$ cat config.mk
export PLATFORM = sky130hd
export DESIGN_NAME = uart_tx_queue
export DESIGN_NICKNAME = d
export VERILOG_FILES = /design/src/rtl/enigma_pkg.sv /design/src/rtl/uart_tx_queue_sync_fifo.sv /design/src/rtl/uart_tx_queue.sv
export SDC_FILE = /design/constraint.sdc
export NUM_CORES = 1
export LEC_CHECK = 0
export CORE_AREA = 2 2 169 88
export DETAILED_ROUTE_END_ITERATION = 6
export DIE_AREA = 0 0 171 90
export PLACE_DENSITY_LB_ADDON = 0.3
export SETUP_SLACK_MARGIN = 0.1
export SLEW_MARGIN = 20
export SYNTH_ARGS = -nofsm -noshare
export SYNTH_HDL_FRONTEND = slang
export SYNTH_SLANG_ARGS = --single-unit
$ cat constraint.sdc
create_clock -name clk -period 2.3 [get_ports clk]
set_input_delay 0.46 -clock clk [delete_from_list [all_inputs] [get_ports clk]]
set_output_delay 0.46 -clock clk [all_outputs]
set_load 0.01 [all_outputs]
$ cat src/rtl/enigma_pkg.sv
// Shared constants and types for the Enigma console datapath.
// Used by uart_tx_queue (optionally built with UART_TX_QUEUE_GROUP_EN).
package enigma_pkg;

    localparam int UART_CLKS_PER_BIT = 10416;

    localparam logic [7:0] CHAR_SPACE = 8'h20;
    localparam logic [7:0] CHAR_CR    = 8'd13;
    localparam logic [7:0] CHAR_LF    = 8'd10;
    localparam logic [7:0] CHAR_A     = 8'h41;
    localparam logic [7:0] CHAR_Z     = 8'h5A;

    typedef enum logic [1:0] {
        IDLE    = 2'd0,
        WAIT    = 2'd1,
        WAIT_SP = 2'd2
    } tx_q_state_t;

    // Only upper-case letters take part in ciphertext grouping.
    function automatic logic is_upper_letter(input logic [7:0] b);
        return (b >= CHAR_A) && (b <= CHAR_Z);
    endfunction

endpackage

$ cat src/rtl/uart_tx_queue_sync_fifo.sv
// Single-clock FIFO: storage, wrapping pointers, registered full/empty/count
// and a sticky overflow flag. DEPTH must be a power of two, at least 2.
module sync_fifo #(
    parameter int  WIDTH = 8,
    parameter int  DEPTH = 16,
    localparam int AW    = $clog2(DEPTH)
) (
    input  logic             clk,
    input  logic             rst,
    input  logic             wr_en,
    input  logic [WIDTH-1:0] wr_data,
    input  logic             rd_en,
    output logic [WIDTH-1:0] rd_data,
    output logic             full,
    output logic             empty,
    output logic [AW:0]      count,
    output logic             overflow
);

    localparam logic [AW:0] DEPTH_C = (AW + 1)'(DEPTH);
    localparam logic [AW:0] ONE_C   = {{AW{1'b0}}, 1'b1};
    localparam logic [AW:0] ZERO_C  = {(AW + 1){1'b0}};

    logic [WIDTH-1:0] mem_r [DEPTH];
    logic [AW-1:0]    wr_ptr_r;
    logic [AW-1:0]    rd_ptr_r;
    logic [AW:0]      count_r;
    logic             full_r;
    logic             empty_r;
    logic             overflow_r;

    logic             push_s;
    logic             pop_s;
    logic [AW:0]      count_nxt_s;

    // Accept/reject decisions use the registered flags, so a push while full
    // is refused even when a pop frees a slot on the same edge.
    always_comb begin
        push_s      = wr_en && !full_r;
        pop_s       = rd_en && !empty_r;
        count_nxt_s = count_r;
        if (push_s && !pop_s) begin
            count_nxt_s = count_r + ONE_C;
        end else if (!push_s && pop_s) begin
            count_nxt_s = count_r - ONE_C;
        end else begin
            count_nxt_s = count_r;
        end
    end

    // Byte storage; contents need no reset since empty guards every read.
    always_ff @(posedge clk) begin
        if (push_s) begin
            mem_r[wr_ptr_r] <= wr_data;
        end
    end

    // Pointers wrap naturally at the power-of-two boundary.
    always_ff @(posedge clk) begin
        if (rst) begin
            wr_ptr_r   <= {AW{1'b0}};
            rd_ptr_r   <= {AW{1'b0}};
            count_r    <= ZERO_C;
            full_r     <= 1'b0;
            empty_r    <= 1'b1;
            overflow_r <= 1'b0;
        end else begin
            if (push_s) begin
                wr_ptr_r <= wr_ptr_r + {{(AW - 1){1'b0}}, 1'b1};
            end
            if (pop_s) begin
                rd_ptr_r <= rd_ptr_r + {{(AW - 1){1'b0}}, 1'b1};
            end
            count_r <= count_nxt_s;
            full_r  <= (count_nxt_s == DEPTH_C);
            empty_r <= (count_nxt_s == ZERO_C);
            if (wr_en && full_r) begin
                overflow_r <= 1'b1;
            end
        end
    end

    assign rd_data  = mem_r[rd_ptr_r];
    assign full     = full_r;
    assign empty    = empty_r;
    assign count    = count_r;
    assign overflow = overflow_r;

endmodule

$ cat src/rtl/uart_tx_queue.sv
// Byte queue feeding uart_tx one frame at a time via tx_start/tx_done.
// Define UART_TX_QUEUE_GROUP_EN to insert a space after every GROUP_LEN letters.
module uart_tx_queue #(
    parameter int  DEPTH     = 16,
    parameter int  GROUP_LEN = 5,
    localparam int AW        = $clog2(DEPTH)
) (
    input  logic        clk,
    input  logic        rst,
    input  logic        wr_en,
    input  logic [7:0]  wr_data,
    output logic        full,
    output logic        empty,
    output logic [AW:0] count,
    output logic        overflow,
    input  logic        group_clr,
    input  logic        tx_active,
    input  logic        tx_done,
    output logic        tx_start,
    output logic [7:0]  tx_din
);

    import enigma_pkg::*;

    localparam logic [1:0] ST_IDLE    = IDLE;
    localparam logic [1:0] ST_WAIT    = WAIT;
    localparam logic [1:0] ST_WAIT_SP = WAIT_SP;

    logic [1:0] state_r;
    logic       tx_start_r;
    logic [7:0] tx_din_r;

    logic [7:0] head_s;
    logic       issue_s;
    logic       space_s;
    logic       pop_s;

    sync_fifo #(
        .WIDTH (8),
        .DEPTH (DEPTH)
    ) u_fifo (
        .clk      (clk),
        .rst      (rst),
        .wr_en    (wr_en),
        .wr_data  (wr_data),
        .rd_en    (pop_s),
        .rd_data  (head_s),
        .full     (full),
        .empty    (empty),
        .count    (count),
        .overflow (overflow)
    );

`ifdef UART_TX_QUEUE_GROUP_EN
    localparam int             GW       = $clog2(GROUP_LEN + 1);
    localparam logic [GW-1:0]  GRP_FULL = GW'(GROUP_LEN);

    logic [GW-1:0] grp_cnt_r;

    // Decide whether IDLE sends the head byte or a group-separating space.
    always_comb begin
        issue_s = 1'b0;
        space_s = 1'b0;
        pop_s   = 1'b0;
        if ((state_r == ST_IDLE) && !empty && !tx_active) begin
            issue_s = 1'b1;
            if ((grp_cnt_r == GRP_FULL) && is_upper_letter(head_s)) begin
                space_s = 1'b1;
            end else begin
                pop_s = 1'b1;
            end
        end else begin
            issue_s = 1'b0;
        end
    end

    // Letters issued since the last space, non-letter or external clear.
    always_ff @(posedge clk) begin
        if (rst) begin
            grp_cnt_r <= {GW{1'b0}};
        end else if (group_clr || space_s) begin
            grp_cnt_r <= {GW{1'b0}};
        end else if (pop_s) begin
            grp_cnt_r <= is_upper_letter(head_s) ? (grp_cnt_r + {{(GW - 1){1'b0}}, 1'b1})
                                                 : {GW{1'b0}};
        end
    end
`else
    logic unused_s;
    assign unused_s = group_clr & (GROUP_LEN != 32'sd0);

    // Without grouping every issue is a pop of the head byte.
    always_comb begin
        space_s = 1'b0;
        if ((state_r == ST_IDLE) && !empty && !tx_active) begin
            issue_s = 1'b1;
            pop_s   = 1'b1;
        end else begin
            issue_s = 1'b0;
            pop_s   = 1'b0;
        end
    end
`endif

    // Sequencer: one frame in flight; tx_done is only honoured while waiting.
    always_ff @(posedge clk) begin
        if (rst) begin
            state_r    <= ST_IDLE;
            tx_start_r <= 1'b0;
            tx_din_r   <= 8'h00;
        end else begin
            case (state_r)
                ST_IDLE: begin
                    if (issue_s) begin
                        tx_start_r <= 1'b1;
                        tx_din_r   <= space_s ? CHAR_SPACE : head_s;
                        state_r    <= space_s ? ST_WAIT_SP : ST_WAIT;
                    end else begin
                        tx_start_r <= 1'b0;
                    end
                end
                ST_WAIT, ST_WAIT_SP: begin
                    tx_start_r <= 1'b0;
                    if (tx_done) begin
                        state_r <= ST_IDLE;
                    end
                end
                default: begin
                    tx_start_r <= 1'b0;
                    state_r    <= ST_IDLE;
                end
            endcase
        end
    end

    assign tx_start = tx_start_r;
    assign tx_din   = tx_din_r;

endmodule

==> flow_summary_export.csv <==
group,metric,value,unit
run_status,status,"completed",
placed_design,dp.cells,584,
clock_network,post-cts-setup-buffers,0,
placed_design,io_buffers,29,
finish,seq_area,0.00437,mm²
global_route,grt_pass1_wl,19800,µm
yosys,synth_compound_area_frac,0.0492,
worst_setup_path,required,2.61,ns
hold_path,min_path_type,"reg -> reg",
finish,multi_input_area,0.00162,mm²
global_route,grt_max_degree,36,
global_route,use_met3,0.0480,
detailed_routing,vias_per_cell,5.41,
yosys,synth_warnings,0,
power,power,0.00671,W
hold_path,min_from,"u_fifo.overflow",
finish,drive_above_1_share,0.187,
clock_network,clk_latency,0.41,ns
timing,drv_slew,0,
timing,grt_setup_unrepaired,"false",
clock_network,cts_tree,"yes",
finish,nNetsFinal,426,
clock_network,clock_sinks,154,
power,power_frac_clock,0.417,
yosys,synth_fa_ha_area_frac,0.0142,
worst_setup_path,start_kind,"flip-flop",
detailed_routing,drtIter0Drc,303,
clock_network,cts_root_buf,"clkbuf_16",
clock_network,cts_hold_buf,0,
timing,whs,0.481,ns
yosys,yosys.area.top_type,"edfxtp_1",
die,dieArea,0.0154,mm²
timing,finalCritPeriodShare,0.895,
yosys,synthArstFlopShare,0,
timing,slew_headroom,0.561,
yosys,netlist_area,0.00616,mm²
worst_setup_path,cp.arrival,2.37,ns
die,coreArea,0.0140,mm²
detailed_routing,first_pass_iters,5,
detailed_routing,vias,3335,
power,p_leak,2.44,nW
finish,syn_to_final_growth,19.9,%
detailed_routing,routed_wirelength,12900,µm
timing,worst_slew_pin_slew,0.656,ns
hold_path,holdPathEnd,"u_fifo.overflow",
global_route,grt_pass1_vias,3235,
global_route,antenna_found_initial,0,
power,combPwrFrac,0.111,
finish,final_design_area_no_fill,0.00738,mm²
clock_network,path_clk_slew,0.06,ns
detailed_routing,wire_per_inst,21.0,µm
yosys,post-synth-top-count-cell,"edfxtp_1",
yosys,synth_top_area_share,0.624,
timing,fmax,486,MHz
timing,hold_violations,0,
yosys,synth_nets,369,
worst_setup_path,reg2reg_to,"tx_din[1]",
worst_setup_path,end_kind,"flip-flop",
yosys,synth_xor_area_frac,0.0114,
worst_setup_path,rrSetupSlack,0.24,ns
finish,nFillCells,1149,
yosys,syn-mean-instance-area,17.7,µm²
timing,fin_ws,0.242,ns
clock_network,clockBufferDepth,2,
global_route,grt.total_usage,0.181,
finish,final_cells,616,
global_route,use_met1,0.287,
power,p_per_area,909,mW/mm²
detailed_routing,drc,0,
power,seqPwrFrac,0.472,
placed_design,place_hpwl,8530,µm
yosys,synth-simple-area-share,0.0593,
yosys,ys_seq_area_frac,0.709,
yosys,yosys.cell_types.count,41,
power,power.share.switching,0.228,
timing,fin_crit,2.06,ns
yosys,syn_inst,348,
yosys,synth_top_family_by_area,"multiplexers",
placed_design,placed_area,0.00678,mm²
die,rows,31,
clock_network,ctsHtreeMaxLevel,4,
power,switchingPower,0.00153,W
yosys,ys_seq_elements,154,
die,initial_core_util,0.438,
detailed_routing,postRouteAntennaNets,0,
clock_network,cts_resized,0,
yosys,synth_ff_type,"edfxtp_1",
worst_setup_path,reg2reg_depth,6,
die,io_pins,31,
power,p_int,0.00518,W
yosys,synth_area_leaders,"edfxtp_1, dfxtp_1, mux4_1",
die,die_x,171,µm
worst_setup_path,path_class,"reg -> reg",
worst_setup_path,r2r_start,"u_fifo.rd_ptr_r[0]",
global_route,grt_util_met2,0.240,
flow_run,cap_violations,0,
yosys,synthMuxAreaShare,0.129,
hold_path,whs_path_depth,2,
timing,finalClockSkew,0.00702,ns
die,die_h,90,µm
global_route,overflow,0,
placed_design,gp_congestion,0.861,
global_route,busiest_layer,"met1",
timing,setup_viol,0,
yosys,yosys-top-cells-count,"edfxtp_1, nor2_1, dfxtp_1, a21oi_1, mux4_1",
placed_design,dp_slack,-0.0571,ns
worst_setup_path,cp_max_fo,24,
yosys,synth_edf_count,128,
finish,antenna_cells,0,
power,vdd_drop_max,445,µV
clock_network,numCtsBuffers,17,
==> per-layer routing <==
| metal | wire length (µm) | part of all wire |
|---|---|---|
| met5 | 0 | 0 |
| met2 | 5470 | 0.42 |
| met1 | 6510 | 0.50 |
| met4 | 130 | 0.010 |
| met3 | 811 | 0.063 |
==> worst max-delay path by stage <==
| stage | from | end | slack, ns | cells after the start |
|---|---|---|---|---|
| detailed placement | wr_en | u_fifo.mem_r[2][1] | -0.06 | 6 |
| floorplan | wr_en | u_fifo.mem_r[3][0] | 0.38 | 4 |
| CTS | u_fifo.rd_ptr_r[0] | tx_din[6] | 0.20 | 7 |
| global route | u_fifo.rd_ptr_r[0] | tx_din[6] | 0.10 | 7 |
| finish | u_fifo.rd_ptr_r[0] | tx_din[1] | 0.24 | 6 |
| global placement | wr_en | u_fifo.mem_r[8][4] | -0.03 | 6 |
==> registers in the layout, summed over array words and instances (netlist names), 4 cells and up <==
name / flops
tx_din: 8
u_fifo.count: 5
u_fifo.rd_ptr_r: 4
u_fifo.mem_r: 128
u_fifo.wr_ptr_r: 4
==> power by group through the flow <==
stage / Clock, W / Sequential [W] / Combinational [W]
finish: 0.00280 / 0.00317 / 0.000746
global route: 0.00299 / 0.00318 / 0.000808
CTS: 0.00286 / 0.00317 / 0.000745
detailed placement: 0 / 0.00322 / 0.000741
global placement: 0 / 0.00322 / 0.000731
floorplan: 0 / 0.00323 / 0.000478
==> through the flow <==
stage,TNS (ns),utilization
2_1_floorplan,0,-
3_3_place_gp,-0.314,0.483
3_5_place_dp,-1.12,0.483
4_1_cts,0,0.525
5_1_grt,0,0.526
6_report,0,0.526
==> layout by cell type (no fill, tap or decap), types with 7 or more instances in the layout <==
| cell type | n |
|---|---|
| edfxtp_1 | 128 |
| nor2_1 | 34 |
| clkdlybuf4s50_1 | 29 |
| buf_4 | 26 |
| dfxtp_1 | 25 |
| a21oi_1 | 21 |
| mux4_1 | 19 |
| clkbuf_16 | 17 |
| nand2_1 | 16 |
| a22oi_1 | 15 |
| mux4_2 | 13 |
| ha_1 | 7 |
==> cell families after synthesis <==
group,after synthesis
AO/OA/AOI/OAI,46
XOR/XNOR,8
buffers and inverters,24
multiplexers,32
adder cells (fa/ha/maj),7
AND/OR/NAND/NOR,77
flip-flops,154
==> critical path, cell delays in order (launching register included) <==
cell and delay, ns:
dfxtp_2 0.35, buf_12 0.20, mux4_1 0.58, a22oi_1 0.41
a21oi_1 0.17, a21oi_1 0.14, nor2_1 0.05
==> layout make-up <==
class	instances	share of cell area
Sequential cell	154	0.592
Clock inverter	14	0.0231
Inverter	5	0.00254
Tap cell	198	0.0336
Clock buffer	18	0.0582
Timing Repair Buffer	57	0.0712
Multi-Input combinational cell	170	0.220
(Power assumes the default switching activity.)
